### config.mk
export PLATFORM = sky130hd
export DESIGN_NAME = instr_fetch_unit_flat
export DESIGN_NICKNAME = d
export VERILOG_FILES = /design/src/rtl/riscv_pkg.sv /design/src/rtl/instr_fetch_unit_if.sv /design/src/rtl/instr_fetch_unit.sv /design/src/flat_wrapper.sv
export SDC_FILE = /design/constraint.sdc
export NUM_CORES = 1
export LEC_CHECK = 0
export BUFFER_PORTS_ARGS = -buffer_cell sky130_fd_sc_hd__buf_2
export CORE_ASPECT_RATIO = 1.2
export CORE_MARGIN = 5
export CORE_UTILIZATION = 28
export DETAILED_ROUTE_END_ITERATION = 12
export PLACE_DENSITY = 0.58
export SLEW_MARGIN = 20
export SYNTH_ARGS = -nofsm -noshare
export SYNTH_HDL_FRONTEND = slang
export SYNTH_SLANG_ARGS = --single-unit
### constraint.sdc
create_clock -name clk -period 2.2 [get_ports clk]
set_clock_uncertainty 0.05 [all_clocks]
set_input_delay 0.22 -clock clk [delete_from_list [all_inputs] [get_ports clk]]
set_output_delay 0.22 -clock clk [all_outputs]
set_load 0.01 [all_outputs]
### src/rtl/riscv_pkg.sv
// ============================================================================
// Module  : riscv_pkg
// Brief   : Shared fetch-stage types and constants (FSM states, NOP, XLEN).
// Rev     : 1.0  initial release
// ============================================================================
`timescale 1ns/1ps
`default_nettype none

package riscv_pkg;

    localparam int          XLEN      = 32;
    localparam logic [31:0] NOP_INSTR = 32'h0000_0013;

    typedef enum logic [1:0] {
        BOOT  = 2'd0,
        FETCH = 2'd1,
        VALID = 2'd2,
        HALT  = 2'd3
    } ifu_state_t;

endpackage

`default_nettype wire

### src/rtl/instr_fetch_unit_if.sv
// ============================================================================
// Module  : instr_fetch_unit_if
// Brief   : Instruction-memory req/ready handshake between fetch unit and memory.
// Rev     : 1.0  initial release
// ============================================================================
`timescale 1ns/1ps
`default_nettype none

interface instr_fetch_unit_if #(
    parameter int XLEN = riscv_pkg::XLEN
);
    logic            IMemReq;
    logic [XLEN-1:0] IMemAddr;
    logic            IMemReady;
    logic [31:0]     IMemRdata;

    modport master (
        output IMemReq,
        output IMemAddr,
        input  IMemReady,
        input  IMemRdata
    );

    modport slave (
        input  IMemReq,
        input  IMemAddr,
        output IMemReady,
        output IMemRdata
    );
endinterface

`default_nettype wire

### src/rtl/instr_fetch_unit.sv
// ============================================================================
// Module  : instr_fetch_unit
// Brief   : PC owner and sequential fetch FSM (BOOT/FETCH/VALID[/HALT]).
//           Optional misaligned-target trap: define IFU_MISALIGN_TRAP_EN.
// Rev     : 1.0  initial release
// ============================================================================
`timescale 1ns/1ps
`default_nettype none

module instr_fetch_unit
    import riscv_pkg::*;
#(
    parameter int               XLEN     = riscv_pkg::XLEN,
    parameter logic [XLEN-1:0]  RESET_PC = '0
) (
    input  wire logic               clk,
    input  wire logic               rst_n,
    instr_fetch_unit_if.master      imem,
    input  wire logic               PCSrc,
    input  wire logic [XLEN-1:0]    PCTarget,
    input  wire logic               Stall,
    output logic [31:0]             Instr,
    output logic                    InstrValid,
    output logic [XLEN-1:0]         PC,
    output logic [XLEN-1:0]         PCPlus4,
`ifdef IFU_MISALIGN_TRAP_EN
    output logic                    InstrMisaligned,
`endif
    output logic [31:0]             RetireCount
);

    localparam logic [XLEN-1:0] c_FOUR       = XLEN'(4);
    localparam logic [XLEN-1:0] c_ALIGN_MASK = ~XLEN'(3);

    ifu_state_t        r_state;
    logic              r_req;
    logic [XLEN-1:0]   r_addr;
    logic [31:0]       r_instr;
    logic              r_valid;
    logic [XLEN-1:0]   r_pc;
    logic [31:0]       r_cnt;
`ifdef IFU_MISALIGN_TRAP_EN
    logic              r_misalign;
    logic              w_trap;
`endif

    logic [XLEN-1:0]   w_pc_plus4;
    logic [XLEN-1:0]   w_next_pc;

    assign w_pc_plus4 = r_pc + c_FOUR;

`ifdef IFU_MISALIGN_TRAP_EN
    assign w_trap    = PCSrc && (PCTarget[1:0] != 2'b00);
    assign w_next_pc = PCSrc ? PCTarget : w_pc_plus4;
`else
    // Low target bits are dropped so the PC can never become misaligned.
    assign w_next_pc = PCSrc ? (PCTarget & c_ALIGN_MASK) : w_pc_plus4;
`endif

    always_ff @(posedge clk or negedge rst_n) begin
        if (!rst_n) begin
            r_state    <= BOOT;
            r_req      <= 1'b0;
            r_addr     <= RESET_PC;
            r_instr    <= NOP_INSTR;
            r_valid    <= 1'b0;
            r_pc       <= RESET_PC;
            r_cnt      <= '0;
`ifdef IFU_MISALIGN_TRAP_EN
            r_misalign <= 1'b0;
`endif
        end else begin
            case (r_state)
                BOOT: begin
                    r_state <= FETCH;
                    r_req   <= 1'b1;
                    r_addr  <= r_pc;
                end
                FETCH: begin
                    if (imem.IMemReady) begin
                        r_state <= VALID;
                        r_req   <= 1'b0;
                        r_instr <= imem.IMemRdata;
                        r_valid <= 1'b1;
                    end
                end
                VALID: begin
                    if (!Stall) begin
                        r_pc    <= w_next_pc;
                        r_cnt   <= r_cnt + 32'd1;
                        r_instr <= NOP_INSTR;
                        r_valid <= 1'b0;
`ifdef IFU_MISALIGN_TRAP_EN
                        if (w_trap) begin
                            r_state    <= HALT;
                            r_misalign <= 1'b1;
                        end else begin
                            r_state <= FETCH;
                            r_req   <= 1'b1;
                            r_addr  <= w_next_pc;
                        end
`else
                        r_state <= FETCH;
                        r_req   <= 1'b1;
                        r_addr  <= w_next_pc;
`endif
                    end
                end
`ifdef IFU_MISALIGN_TRAP_EN
                HALT: begin
                    r_state <= HALT;
                    r_req   <= 1'b0;
                end
`endif
                default: begin
                    r_state <= BOOT;
                    r_req   <= 1'b0;
                    r_valid <= 1'b0;
                    r_instr <= NOP_INSTR;
                end
            endcase
        end
    end

    assign imem.IMemReq  = r_req;
    assign imem.IMemAddr = r_addr;
    assign Instr         = r_instr;
    assign InstrValid    = r_valid;
    assign PC            = r_pc;
    assign PCPlus4       = w_pc_plus4;
    assign RetireCount   = r_cnt;
`ifdef IFU_MISALIGN_TRAP_EN
    assign InstrMisaligned = r_misalign;
`endif

endmodule

`default_nettype wire
### src/flat_wrapper.sv
// flat-port wrapper written by rule: the top's interface ports become plain ports
module instr_fetch_unit_flat import riscv_pkg::*;
#(
    parameter int               XLEN     = riscv_pkg::XLEN,
    parameter logic [XLEN-1:0]  RESET_PC = '0
)
  (clk, rst_n, PCSrc, PCTarget, Stall, Instr, InstrValid, PC, PCPlus4, RetireCount, imem_IMemReq, imem_IMemAddr, imem_IMemReady, imem_IMemRdata);
  instr_fetch_unit_if #(.XLEN(XLEN)) imem_i ();
  input  wire logic clk;
  input  wire logic rst_n;
  input  wire logic PCSrc;
  input  wire logic [XLEN-1:0] PCTarget;
  input  wire logic Stall;
  output logic [31:0] Instr;
  output logic InstrValid;
  output logic [XLEN-1:0] PC;
  output logic [XLEN-1:0] PCPlus4;
  output logic [31:0] RetireCount;
  output wire logic [$bits(imem_i.IMemReq)-1:0] imem_IMemReq;
  output wire logic [$bits(imem_i.IMemAddr)-1:0] imem_IMemAddr;
  input wire logic [$bits(imem_i.IMemReady)-1:0] imem_IMemReady;
  input wire logic [$bits(imem_i.IMemRdata)-1:0] imem_IMemRdata;
  assign imem_IMemReq = imem_i.IMemReq;
  assign imem_IMemAddr = imem_i.IMemAddr;
  assign imem_i.IMemReady = imem_IMemReady;
  assign imem_i.IMemRdata = imem_IMemRdata;
  instr_fetch_unit #(.XLEN(XLEN), .RESET_PC(RESET_PC)) u_core (.clk(clk), .rst_n(rst_n), .imem(imem_i), .PCSrc(PCSrc), .PCTarget(PCTarget), .Stall(Stall), .Instr(Instr), .InstrValid(InstrValid), .PC(PC), .PCPlus4(PCPlus4), .RetireCount(RetireCount));
endmodule
==> impl_table.tex, run 1 <==
\begin{tabular}{lr}
\hline
Metric & Value \\
\hline
\multicolumn{2}{l}{\textbf{Status}} \\
\quad Run status & finished, violations left \\
\quad Violations in the final reports & negative setup slack \\
\multicolumn{2}{l}{\textbf{Clock tree}} \\
\quad CTS H-Tree Depth & 4 \\
\quad CTS tree & built \\
\quad Clock transition at the registers of the reported paths & $\sim$70 ps \\
\quad TritonCTS Sinks & $\sim$130 \\
\quad Clk Latency, worst-skew pair & between 400 and 500 ps \\
\quad Longest Clk Path Bufs & 2 \\
\quad Number of buffers inserted during clock tree synthesis & 17 \\
\quad Clock tree root buffer cell & clkbuf\_16 \\
\multicolumn{2}{l}{\textbf{Pwr}} \\
\quad Post-layout total power & $\sim$12 mW \\
\quad Peak supply drop & 0.634 mV \\
\quad Static Leak & roughly 5.1 nW \\
\quad Power per Cell Area & between 1000 and 1500 nW/µm² \\
\multicolumn{2}{l}{\textbf{Floorplan}} \\
\quad Die width & approximately 150 µm \\
\quad Area inside the core boundary & around 24000 µm² \\
\quad Starting utilization of the core area & roughly 28\% \\
\quad Floorplan die area & between 20000 and 30000 µm² \\
\quad Die H & 179 µm \\
\quad Io pins & around 230 \\
\quad Number of standard-cell rows in the floorplan & 62 \\
\multicolumn{2}{l}{\textbf{Setup path}} \\
\quad Kind of start point of the critical path & flip-flop \\
\quad WP data required & $\sim$1900 ps \\
\quad Terminus of the critical flop-to-flop path & u\_core.PC[26] \\
\quad Capturing element type of the critical path & primary output \\
\quad Launch instance of the worst register-to-register path & u\_core.PC[6] \\
\quad Kind of critical path & reg2out \\
\quad Critical Path Start & u\_core.PC[6] \\
\quad CP arrival & approximately 2200 ps \\
\quad FF-to-FF setup slack & roughly 20 ps \\
\quad Depth of the worst register-to-register path & 9 \\
\quad Max Fanout on Critical Path & 4 \\
\multicolumn{2}{l}{\textbf{Hold path}} \\
\quad Hold depth & 3 \\
\quad End point of the worst hold path & u\_core.PC[25] \\
\quad Launch instance of the worst min-delay path & PCTarget[25] \\
\quad Hold/Removal Path Class & in2reg \\
\multicolumn{2}{l}{\textbf{Route}} \\
\quad DRT iter0 DRCs & around 320 \\
\quad Number of antenna-violating nets in the routed design & 0 \\
\quad Pre-Repair DR Iteration Count & 5 \\
\quad Wirelength per Cell & around 18 µm \\
\quad Total wire length & around 24000 µm \\
\quad Vias per std cell & around 4.8 \\
\quad Via count & about 6.5k \\
\quad Post-detailed-route DRC marker count & 0 \\
\multicolumn{2}{l}{\textbf{Placed design}} \\
\quad Post-detailed-placement cell area & roughly 8700 µm² \\
\quad Post-placement worst setup slack & 10.8 ps \\
\quad Routability Congestion & 0.794 \\
\quad Port buffer count & between 200 and 250 \\
\quad Post-detailed-placement half-perimeter wirelength & 16900 µm \\
\multicolumn{2}{l}{\textbf{GRT}} \\
\quad Global-route congestion overflow total & 0 \\
\quad Number of global-route vias before repair & roughly 6.6k \\
\quad Tot GR Track Use & between 10\% and 20\% \\
\quad Global-route met3 utilization & 4.15\% \\
\quad Pin count of the biggest net entering global routing & 53 \\
\quad Global Route met2 Usage & about 30\% \\
\quad Global-route wire length before repair & 36800 µm \\
\quad Most crowded layer after global routing & met2 \\
\quad Initial antenna violation count & 3 \\
\quad Met1 routing resource usage after global routing & 21.1\% \\
\multicolumn{2}{l}{\textbf{Synthesis}} \\
\quad Mapped Cells & 682 \\
\quad Dominant register cell in the synthesized netlist & dfrtp\_1 \\
\quad Fraction of synthesis flops using an asynchronous set or reset pin & 100\% \\
\quad Fraction of the yosys area taken by sequential cells & 49.1\% \\
\quad Syn. warnings & 0 \\
\quad Distinct cell type count of the synthesized netlist & slightly below 60 \\
\quad Combined area of all synthesized cells & 6680 µm² \\
\quad \#FFs+latches synth & $\sim$130 \\
\quad EDFF count, synth & 0 \\
\quad Synthesized area per cell & approximately 9.8 µm² \\
\quad Post-Syn Nets & about 750 \\
\multicolumn{2}{l}{\textbf{Timing}} \\
\quad Final setup violating endpoints & 17 \\
\quad Setup TNS & -2920 ps \\
\quad FMAX & 0.402 GHz \\
\quad Final hold viol count & 0 \\
\quad Post-Route Hold Slack & around 22 ps \\
\quad Final period utilization & 113\% \\
\quad RSZ-0062 raised after global routing & yes \\
\quad Tightest slew margin relative to the limit & about two fifths \\
\quad Max-slew violations & 0 \\
\quad Worst-Margin Slew & about 900 ps \\
\quad Final critical-path required period & approximately 2500 ps \\
\quad Worst setup margin & -290 ps \\
\multicolumn{2}{l}{\textbf{Finish}} \\
\quad Count of inserted antenna diode cells & 0 \\
\quad Most common cell after layout, fill and taps aside & buf\_2 \\
\quad Share of post-route cells with drive strength above 1 & 42.2\% \\
\quad Final std cell area, no fill & slightly above 10000 µm² \\
\quad Signed area change from the synthesized netlist to the final layout & 55.3\% \\
\quad Layout Nets & $\sim$1.1k \\
\quad Most frequent cells in the layout & buf\_2, dfrtp\_1, nand2\_1 \\
\multicolumn{2}{l}{\textbf{Flow run}} \\
\quad Max-cap check violation count & 0 \\
\hline
\end{tabular}
cell families after synthesis:
kind of cell | count (synthesis) | synth area share, %
and+or+nand+nor | 280 | 22.7
AOI/OAI and AO/OA | 135 | 14.8
DFF | 131 | 49.1
buffers and inverters | 66 | 3.97
xor gates and xnor gates | 58 | 7.60
muxes | 10 | 1.50
adders and majority gates | 2 | 0.374
repair_timing:
item,4_1_cts,5_1_grt
endpoints found under the setup margin,22,26
hold buffers,34,0
gates resized for setup,61,34
pin swaps,25,23
hold endpoints to repair,81,0
setup buffers,18,14
state kept, by name, summed over array words and instances, names as in the netlist:
name                  cells
u_core.r_state            2
u_core.PC                32
u_core.RetireCount       32
u_core.InstrValid         1
u_core.imem.IMemAddr     32
u_core.Instr             32
stage by stage:
| step | util, % | instances |
|---|---|---|
| 6_report | 43.7 | 1348 |
| 5_1_grt | 43.7 | 1348 |
| 4_1_cts | 42.6 | 1336 |
| 3_5_place_dp | 36.5 | 1253 |
| 3_3_place_gp | 36.5 | 1253 |
| 2_1_floorplan | - | 682 |
Yosys cell counts (all sizes together), types with 6 or more instances:
library cell  instances  area [µm²]
clkbuf               37         140
a21oi                12        60.1
nor2                 41         154
nand3                40         210
o211ai               10        75.1
nor2b                10        62.6
dfrtp               128        3200
mux2i                10         100
nand4                22         165
o21a                  7        52.6
or2                   7        43.8
xnor2                42         368
o21ai                21         105
and2                  6        37.5
buf                  12        61.3
a22oi                17         128
nor4                  8        98.9
xor2                 16         140
inv                  17        63.8
nand2b               14        87.6
o22a                  8        70.1
nor3                  8        45.0
nand2                86         323
a31oi                 8        50.1
a22o                 34         298
and3                 12        75.1
power breakdown:
| group | total (mW) | switching, mW | internal [mW] |
|---|---|---|---|
| clock | 3.06 | 1.13 | 1.93 |
| sequential | 3.86 | 0.608 | 3.25 |
| combinational | 5.51 | 3.06 | 2.45 |
critical path: stages, from the launching register on:
cell     delay [ps]
dfrtp_2         390
nand4_4         140
or4_4           610
or3_4           380
xnor2_2         140
buf_2           140
routing by layer:
layer	up-vias	part of all wire (%)
met2	209	50
met4	6	2.6
li1	3088	-
met5	-	0.11
met1	3157	41
met3	44	6.9
area by class of cell:
cell class | instances | area (µm²)
sequential | 131 | 3290
timing repair buffer | 363 | 2440
tap | 320 | 400
fill | 2313 | 13400
clock buffer | 19 | 443
inverter | 17 | 63.8
clock inverter | 13 | 184
multi-input combinational | 485 | 3560
worst max-delay path by stage:
stage / end / slack, ps / depth (start not counted)
finish: PCPlus4[28] / -290 / 5
global route: PCPlus4[28] / -360 / 5
CTS: PCPlus4[28] / -320 / 6
detailed placement: u_core.imem.IMemAddr[28] / 10 / 7
global placement: u_core.imem.IMemAddr[28] / 30 / 7
floorplan: PCPlus4[28] / 5 / 6
(Power assumes the default switching activity.)
==> run 2, diff against run 1 <==
PLACE_DENSITY = 0.56   (was 0.58)
REMOVE_ABC_BUFFERS = 1   (was unset)
clock period = 2.6 ns   (was 2.2 ns; I/O delays follow)
==> run 2 against run 1 <==
Effect of this change:
- the flow now finishes without violations
- sequential share of layout area up 3.3 points
- setup slack better by 320 ps
- core utilization down 4.1 points
- design area down 9.3%
- global-route usage down 1.2 points
- count of clock-buffer cells in the layout down 1
- non-clock buffer count down 66
- combinational power down 27%
- die area unchanged
- total power down 19%
- critical path depth up 1
- highest routed layer unchanged
==> impl_table.tex, run 2 (synthesized netlist as in run 1, its figures left out) <==
\begin{tabular}{lr}
\hline
Metric & Value \\
\hline
\multicolumn{2}{l}{\textbf{Status}} \\
\quad Run status & completed (was finished, violations left) \\
\multicolumn{2}{l}{\textbf{Pwr}} \\
\quad Switching component of the power & 3.82 mW (was 4.80 mW) \\
\quad Combinational Power Share & 40.2\% (was 44.3\%) \\
\quad Static Leak & 4.53 nW (was 5.06 nW) \\
\quad Power share of the sequential group & 33.1\% (was 31.1\%) \\
\quad Power per Cell Area & 1070 nW/µm² (was 1200 nW/µm²) \\
\quad Peak supply drop & 0.435 mV (was 0.634 mV) \\
\quad Switching share of power & 38.0\% (was 38.6\%) \\
\quad Internal Power & 6.25 mW (was 7.63 mW) \\
\quad Clock share of power & 26.7\% (was 24.6\%) \\
\multicolumn{2}{l}{\textbf{Timing}} \\
\quad Setup TNS & 0 ps (was -2920 ps) \\
\quad RSZ-0062 raised after global routing & yes (unchanged) \\
\quad Final period utilization & $\sim$99\% \\
\quad FMAX & 0.389 GHz \\
\quad Final setup violating endpoints & 0 (was 17) \\
\quad Tightest slew margin relative to the limit & 46.4\% (was 39.8\%) \\
\quad Final critical-path required period & 2570 ps \\
\quad Final hold viol count & 0 (unchanged) \\
\quad Worst-Margin Slew & 802 ps (was 901 ps) \\
\quad Max-slew violations & 0 (unchanged) \\
\multicolumn{2}{l}{\textbf{Setup path}} \\
\quad Standard cell with the maximum stage delay on the critical path & or4\_4 (unchanged) \\
\quad Launch instance of the worst register-to-register path & u\_core.PC[4] (was u\_core.PC[6]) \\
\quad Depth of the worst register-to-register path & 7 (was 9) \\
\quad Buf/Inv on CP & 1 (unchanged) \\
\quad Kind of critical path & reg2out (unchanged) \\
\quad Capturing element type of the critical path & primary output (unchanged) \\
\quad Chain of cells forming the critical path & ha\_4 > nand3\_2 > or4\_4 > or3\_4 > xnor2\_2 > buf\_2 (was nand4\_4 > or4\_4 > or3\_4 > xnor2\_2 > buf\_2) \\
\quad Terminus of the critical flop-to-flop path & u\_core.imem.IMemAddr[31] (was u\_core.PC[26]) \\
\quad FF-to-FF setup slack & 420 ps (was 20 ps) \\
\quad Largest delay contributor family on the critical path & simple AND/OR/NAND/NOR gates (unchanged) \\
\quad CP arrival & 2260 ps (was 2220 ps) \\
\quad Stages on the worst setup path & 6 (was 5) \\
\quad Kind of start point of the critical path & flip-flop (unchanged) \\
\quad Max Fanout on Critical Path & 4 (unchanged) \\
\quad WP data required & 2290 ps (was 1930 ps) \\
\quad Slowest Stage Delay on Critical Path & 490 ps (was 610 ps) \\
\multicolumn{2}{l}{\textbf{Placed design}} \\
\quad Routability Congestion & 0.783 (was 0.794) \\
\quad Post-detailed-placement cell area & 8330 µm² (was 8670 µm²) \\
\quad Post-detailed-placement half-perimeter wirelength & 15900 µm (was 16900 µm) \\
\quad Port buffer count & 228 (unchanged) \\
\multicolumn{2}{l}{\textbf{Hold path}} \\
\quad Hold depth & 2 (was 3) \\
\quad Launch instance of the worst min-delay path & imem\_IMemRdata[5] (was PCTarget[25]) \\
\quad Hold/Removal Path Class & in2reg (unchanged) \\
\quad End point of the worst hold path & u\_core.Instr[5] (was u\_core.PC[25]) \\
\multicolumn{2}{l}{\textbf{Clock tree}} \\
\quad Clock transition at the registers of the reported paths & 60 ps (was 70 ps) \\
\quad Longest Clk Path Bufs & 2 (unchanged) \\
\quad Clock tree root buffer cell & clkbuf\_16 (unchanged) \\
\quad Clk Latency, worst-skew pair & 410 ps (was 420 ps) \\
\quad TritonCTS Sinks & 131 (unchanged) \\
\quad CTS tree & built (unchanged) \\
\quad Number of buffers inserted during clock tree synthesis & 17 (unchanged) \\
\quad CTS H-Tree Depth & 4 (unchanged) \\
\multicolumn{2}{l}{\textbf{Finish}} \\
\quad Most frequent cells in the layout & buf\_2, dfrtp\_1, nand2\_1 (unchanged) \\
\quad Core Util, Final & 39.7\% (was 43.7\%) \\
\quad Signed area change from the synthesized netlist to the final layout & 40.9\% (was 55.3\%) \\
\quad Share of post-route cells with drive strength above 1 & 37.4\% (was 42.2\%) \\
\quad Final std cell area, no fill & 9420 µm² (was 10400 µm²) \\
\quad Layout Nets & 1020 (was 1086) \\
\quad Most common cell after layout, fill and taps aside & buf\_2 (unchanged) \\
\quad Count of inserted antenna diode cells & 0 (unchanged) \\
\multicolumn{2}{l}{\textbf{Route}} \\
\quad Vias per std cell & 4.83 (was 4.82) \\
\quad Via count & 6187 (was 6504) \\
\quad DRT iter0 DRCs & 216 (was 323) \\
\quad Post-detailed-route DRC marker count & 0 (unchanged) \\
\quad Total wire length & 22100 µm (was 23800 µm) \\
\quad Wirelength per Cell & 17.2 µm (was 17.7 µm) \\
\quad Pre-Repair DR Iteration Count & 5 (unchanged) \\
\quad Number of antenna-violating nets in the routed design & 0 (unchanged) \\
\multicolumn{2}{l}{\textbf{GRT}} \\
\quad Tot GR Track Use & 16.2\% (was 17.5\%) \\
\quad Global-route congestion overflow total & 0 (unchanged) \\
\quad Initial antenna violation count & 1 (was 3) \\
\quad Pin count of the biggest net entering global routing & 56 (was 53) \\
\quad Number of global-route vias before repair & 6172 (was 6643) \\
\quad Global-route wire length before repair & 34200 µm (was 36800 µm) \\
\multicolumn{2}{l}{\textbf{Floorplan}} \\
\quad Die H & 179 µm (unchanged) \\
\quad Io pins & 231 (unchanged) \\
\quad Starting utilization of the core area & 28.2\% (unchanged) \\
\quad Floorplan die area & 27100 µm² (unchanged) \\
\quad Area inside the core boundary & 23700 µm² (unchanged) \\
\quad Number of standard-cell rows in the floorplan & 62 (unchanged) \\
\quad Die width & 151 µm (unchanged) \\
\multicolumn{2}{l}{\textbf{Flow run}} \\
\quad Max-cap check violation count & 0 (unchanged) \\
\hline
\end{tabular}
==> run 2: through the flow <==
step	hold slack [ps]	setup WS [ps]	cells	total power, mW
2_1_floorplan	-85.6	122	633	5.37
3_3_place_gp	220	269	1217	7.24
3_5_place_dp	220	257	1217	7.27
4_1_cts	1.04	-34.3	1272	10.1
5_1_grt	5.26	-68.2	1282	10.8
6_report	29.2	26.2	1282	10.1
==> run 2: per-layer routing <==
layer,share of wire [%],global-route usage (%),vias up
met3,6.5,4.10,24
met1,44,20.7,2975
li1,-,-,2978
met2,48,27.2,208
met4,1.5,4.46,2
met5,0.059,0,-
==> run 2: worst max path at each step <==
stage | from | to | slack [ps]
2_1_floorplan | u_core.r_state[1] | u_core.PC[17] | 120
3_3_place_gp | u_core.PC[3] | PCPlus4[20] | 270
3_5_place_dp | u_core.PC[3] | PCPlus4[28] | 260
4_1_cts | u_core.PC[12] | PCPlus4[28] | -30
5_1_grt | u_core.PC[2] | PCPlus4[28] | -70
6_report | u_core.PC[2] | PCPlus4[28] | 30
==> run 2: power by group through the flow <==
| stage | Combinational [mW] | Sequential (mW) | Clock (mW) |
|---|---|---|---|
| after detailed placement | 3.90 | 3.37 | 0 |
| after floorplan | 1.62 | 3.75 | 0 |
| final | 4.04 | 3.33 | 2.69 |
| after CTS | 4.03 | 3.33 | 2.78 |
| after global routing | 4.47 | 3.42 | 2.87 |
| after global placement | 3.88 | 3.36 | 0 |
==> run 2: cell type report <==
class | instances | area, µm²
fill | 2425 | 14300
sequential | 131 | 3290
multi-input combinational | 485 | 3250
timing repair buffer | 297 | 1750
clock buffer | 18 | 429
tap | 320 | 400
clock inverter | 14 | 226
inverter | 17 | 63.8
==> run 2: what timing repair did <==
item / CTS / global route
gates resized for setup: 14 / 18
setup endpoints to repair: 15 / 12
buffers inserted: 6 / 10
pin swaps: 1 / 4
hold endpoints to repair: 69 / 0
hold buffers: 17 / 0
==> run 3, diff against run 2 <==
RECOVER_POWER = 50   (was unset)
==> run 3 against run 2 <==
Effect of this change:
- largest cell class unchanged
- setup slack worse by 0.74 ps
- wire length up 0.65%
- flip-flop and latch count unchanged
- global-route usage unchanged
- core utilization decreased by 0.55 points
- fmax about the same
- highest routed layer unchanged
- critical path depth unchanged
- non-clock buffer count stayed put
- the run now ends with max-capacitance violations, max-slew violations left
- sequential power hardly changed
==> impl_table.tex, run 3 (synthesized netlist as in run 1, its figures left out) <==
\begin{tabular}{lr}
\hline
Metric & Value \\
\hline
\multicolumn{2}{l}{\textbf{Clock tree}} \\
\quad CTS tree & built (unchanged) \\
\quad Clock transition at the registers of the reported paths & 60 ps (about the same) \\
\quad TritonCTS Sinks & 131 (unchanged) \\
\quad CTS H-Tree Depth & 4 (unchanged) \\
\quad Clk Latency, worst-skew pair & 410 ps (about the same) \\
\quad Clock tree root buffer cell & clkbuf\_16 (unchanged) \\
\quad Number of buffers inserted during clock tree synthesis & 17 (unchanged) \\
\quad Longest Clk Path Bufs & 2 (unchanged) \\
\multicolumn{2}{l}{\textbf{Route}} \\
\quad Pre-Repair DR Iteration Count & 4 (was 5) \\
\quad Vias per std cell & 4.85 (was 4.83) \\
\quad Via count & 6214 (was 6187) \\
\quad DRT iter0 DRCs & 207 (was 216) \\
\quad Total wire length & 22200 µm (was 22100 µm) \\
\quad Number of antenna-violating nets in the routed design & 0 (unchanged) \\
\quad Wirelength per Cell & 17.3 µm (was 17.2 µm) \\
\quad Post-detailed-route DRC marker count & 0 (unchanged) \\
\multicolumn{2}{l}{\textbf{Setup path}} \\
\quad Standard cell with the maximum stage delay on the critical path & or4\_4 (unchanged) \\
\quad Kind of start point of the critical path & flip-flop (unchanged) \\
\quad FF-to-FF setup slack & 410 ps (was 420 ps) \\
\quad Launch instance of the worst register-to-register path & u\_core.PC[4] (unchanged) \\
\quad Critical Path End & PCPlus4[28] (unchanged) \\
\quad Stages on the worst setup path & 6 (unchanged) \\
\quad CP arrival & 2260 ps (about the same) \\
\quad Chain of cells forming the critical path & ha\_4 > nand3\_2 > or4\_4 > or3\_4 > xnor2\_2 > buf\_2 (unchanged) \\
\quad Buf/Inv on CP & 1 (unchanged) \\
\quad Kind of critical path & reg2out (unchanged) \\
\quad Terminus of the critical flop-to-flop path & u\_core.imem.IMemAddr[31] (unchanged) \\
\quad Capturing element type of the critical path & primary output (unchanged) \\
\quad Largest delay contributor family on the critical path & simple AND/OR/NAND/NOR gates (unchanged) \\
\quad Critical Path Start & u\_core.PC[2] (unchanged) \\
\quad Slowest Stage Delay on Critical Path & 490 ps (about the same) \\
\quad WP data required & 2290 ps (about the same) \\
\quad Depth of the worst register-to-register path & 7 (unchanged) \\
\quad Max Fanout on Critical Path & 4 (unchanged) \\
\multicolumn{2}{l}{\textbf{Timing}} \\
\quad Final period utilization & 99.0\% (about the same) \\
\quad Final hold viol count & 0 (unchanged) \\
\quad Tightest slew margin relative to the limit & -0.530\% (was 46.4\%) \\
\quad FMAX & 0.388 GHz (was 0.389 GHz) \\
\quad Worst-Margin Slew & 1510 ps (was 802 ps) \\
\quad Max-slew violations & 54 (was 0) \\
\quad Final critical-path required period & 2570 ps (about the same) \\
\quad Worst setup margin & 25.5 ps (was 26.2 ps) \\
\quad RSZ-0062 raised after global routing & yes (unchanged) \\
\quad Final setup violating endpoints & 0 (unchanged) \\
\multicolumn{2}{l}{\textbf{Pwr}} \\
\quad Switching component of the power & 3.86 mW (was 3.82 mW) \\
\quad Combinational Power Share & 39.3\% (was 40.2\%) \\
\quad Clock share of power & 27.1\% (was 26.7\%) \\
\quad Post-layout total power & 9.97 mW (was 10.1 mW) \\
\quad Peak supply drop & 0.433 mV (was 0.435 mV) \\
\quad Power per Cell Area & 1070 nW/µm² (about the same) \\
\quad Static Leak & 4.18 nW (was 4.53 nW) \\
\quad Power share of the sequential group & 33.6\% (was 33.1\%) \\
\quad Internal Power & 6.11 mW (was 6.25 mW) \\
\quad Switching share of power & 38.7\% (was 38.0\%) \\
\multicolumn{2}{l}{\textbf{Finish}} \\
\quad Final std cell area, no fill & 9280 µm² (was 9420 µm²) \\
\quad Layout Nets & 1020 (unchanged) \\
\quad Signed area change from the synthesized netlist to the final layout & 38.9\% (was 40.9\%) \\
\quad Share of post-route cells with drive strength above 1 & 26.9\% (was 37.4\%) \\
\quad Most frequent cells in the layout & buf\_2, dfrtp\_1, clkbuf\_1 (was buf\_2, dfrtp\_1, nand2\_1) \\
\quad Core Util, Final & 39.1\% (was 39.7\%) \\
\quad Count of inserted antenna diode cells & 0 (unchanged) \\
\quad Most common cell after layout, fill and taps aside & buf\_2 (unchanged) \\
\multicolumn{2}{l}{\textbf{Floorplan}} \\
\quad Starting utilization of the core area & 28.2\% (unchanged) \\
\quad Io pins & 231 (unchanged) \\
\quad Number of standard-cell rows in the floorplan & 62 (unchanged) \\
\quad Area inside the core boundary & 23700 µm² (unchanged) \\
\quad Die H & 179 µm (unchanged) \\
\quad Floorplan die area & 27100 µm² (unchanged) \\
\quad Die width & 151 µm (unchanged) \\
\multicolumn{2}{l}{\textbf{GRT}} \\
\quad Global-route congestion overflow total & 0 (unchanged) \\
\quad Tot GR Track Use & 16.2\% (unchanged) \\
\quad Initial antenna violation count & 1 (unchanged) \\
\quad Pin count of the biggest net entering global routing & 56 (unchanged) \\
\quad Global-route wire length before repair & 34200 µm (unchanged) \\
\quad Number of global-route vias before repair & 6172 (unchanged) \\
\multicolumn{2}{l}{\textbf{Placed design}} \\
\quad Post-placement worst setup slack & 257 ps (unchanged) \\
\quad Port buffer count & 228 (unchanged) \\
\quad Post-detailed-placement cell area & 8330 µm² (unchanged) \\
\quad Post-detailed-placement half-perimeter wirelength & 15900 µm (unchanged) \\
\quad Routability Congestion & 0.783 (unchanged) \\
\multicolumn{2}{l}{\textbf{Hold path}} \\
\quad Hold/Removal Path Class & in2reg (unchanged) \\
\multicolumn{2}{l}{\textbf{Status}} \\
\quad Run status & finished, violations left (was completed) \\
\quad Violations in the final reports & max-capacitance violations, max-slew violations \\
\multicolumn{2}{l}{\textbf{Flow run}} \\
\quad Max-cap check violation count & 1 (was 0) \\
\hline
\end{tabular}
==> run 3: timing repair <==
item / in CTS / in global routing
hold buffers: 17 / 0
endpoints found under the setup margin: 15 / 12
endpoints found under the hold margin: 69 / 0
gates resized for setup: 14 / 18
pin swaps: 1 / 4
setup buffers: 6 / 10
==> run 3: how the worst min path moves through the flow <==
stage               slack (ps)                      to  cells after the start                from
floorplan                  -90       u_core.InstrValid                      0               rst_n
global placement           220  u_core.RetireCount[13]                      1               rst_n
detailed placement         220  u_core.RetireCount[13]                      1               rst_n
CTS                          1         u_core.Instr[5]                      2   imem_IMemRdata[5]
global route                 5        u_core.Instr[27]                      2  imem_IMemRdata[27]
finish                      30         u_core.Instr[8]                      2   imem_IMemRdata[8]
==> run 3: per-layer routing <==
layer	vias to the layer above	global-route usage [%]	wire, µm
met5	-	0	13
met4	2	4.46	359
met3	26	4.10	1440
met2	212	27.2	10600
met1	2998	20.7	9840
li1	2976	-	-
==> run 3: final cells by class <==
| cell class | instances | area (µm²) |
|---|---|---|
| fillers | 2475 | 14500 |
| flip-flops and latches | 131 | 3290 |
| multi-input cells | 485 | 3250 |
| repair buffers | 297 | 1620 |
| clock buffers | 18 | 429 |
| well taps | 320 | 400 |
| clock inverters | 14 | 226 |
| inverters | 17 | 63.8 |
==> run 3: power groups by stage <==
| stage | registers, mW | logic, mW | clock network (mW) |
|---|---|---|---|
| after global placement | 3.36 | 3.88 | 0 |
| after floorplan | 3.75 | 1.62 | 0 |
| after detailed placement | 3.37 | 3.90 | 0 |
| final | 3.35 | 3.92 | 2.70 |
| after CTS | 3.33 | 4.03 | 2.78 |
| after global routing | 3.44 | 4.34 | 2.87 |
==> run 3: through the flow <==
stage	TNS [ps]	hold slack [ps]	instances
4_1_cts	-34.3	1.04	1272
6_report	0	25.7	1282
2_1_floorplan	0	-85.6	633
5_1_grt	-158	5.26	1282
3_5_place_dp	0	220	1217
3_3_place_gp	0	220	1217
==> run 3: worst reg2reg max path: stages (launching register included) <==
cell	delay, ps
dfrtp_2	410
nand4_4	130
or4_4	600
nor4_4	340
buf_4	170
buf_4	110
mux2i_1	180
nand3_1	80
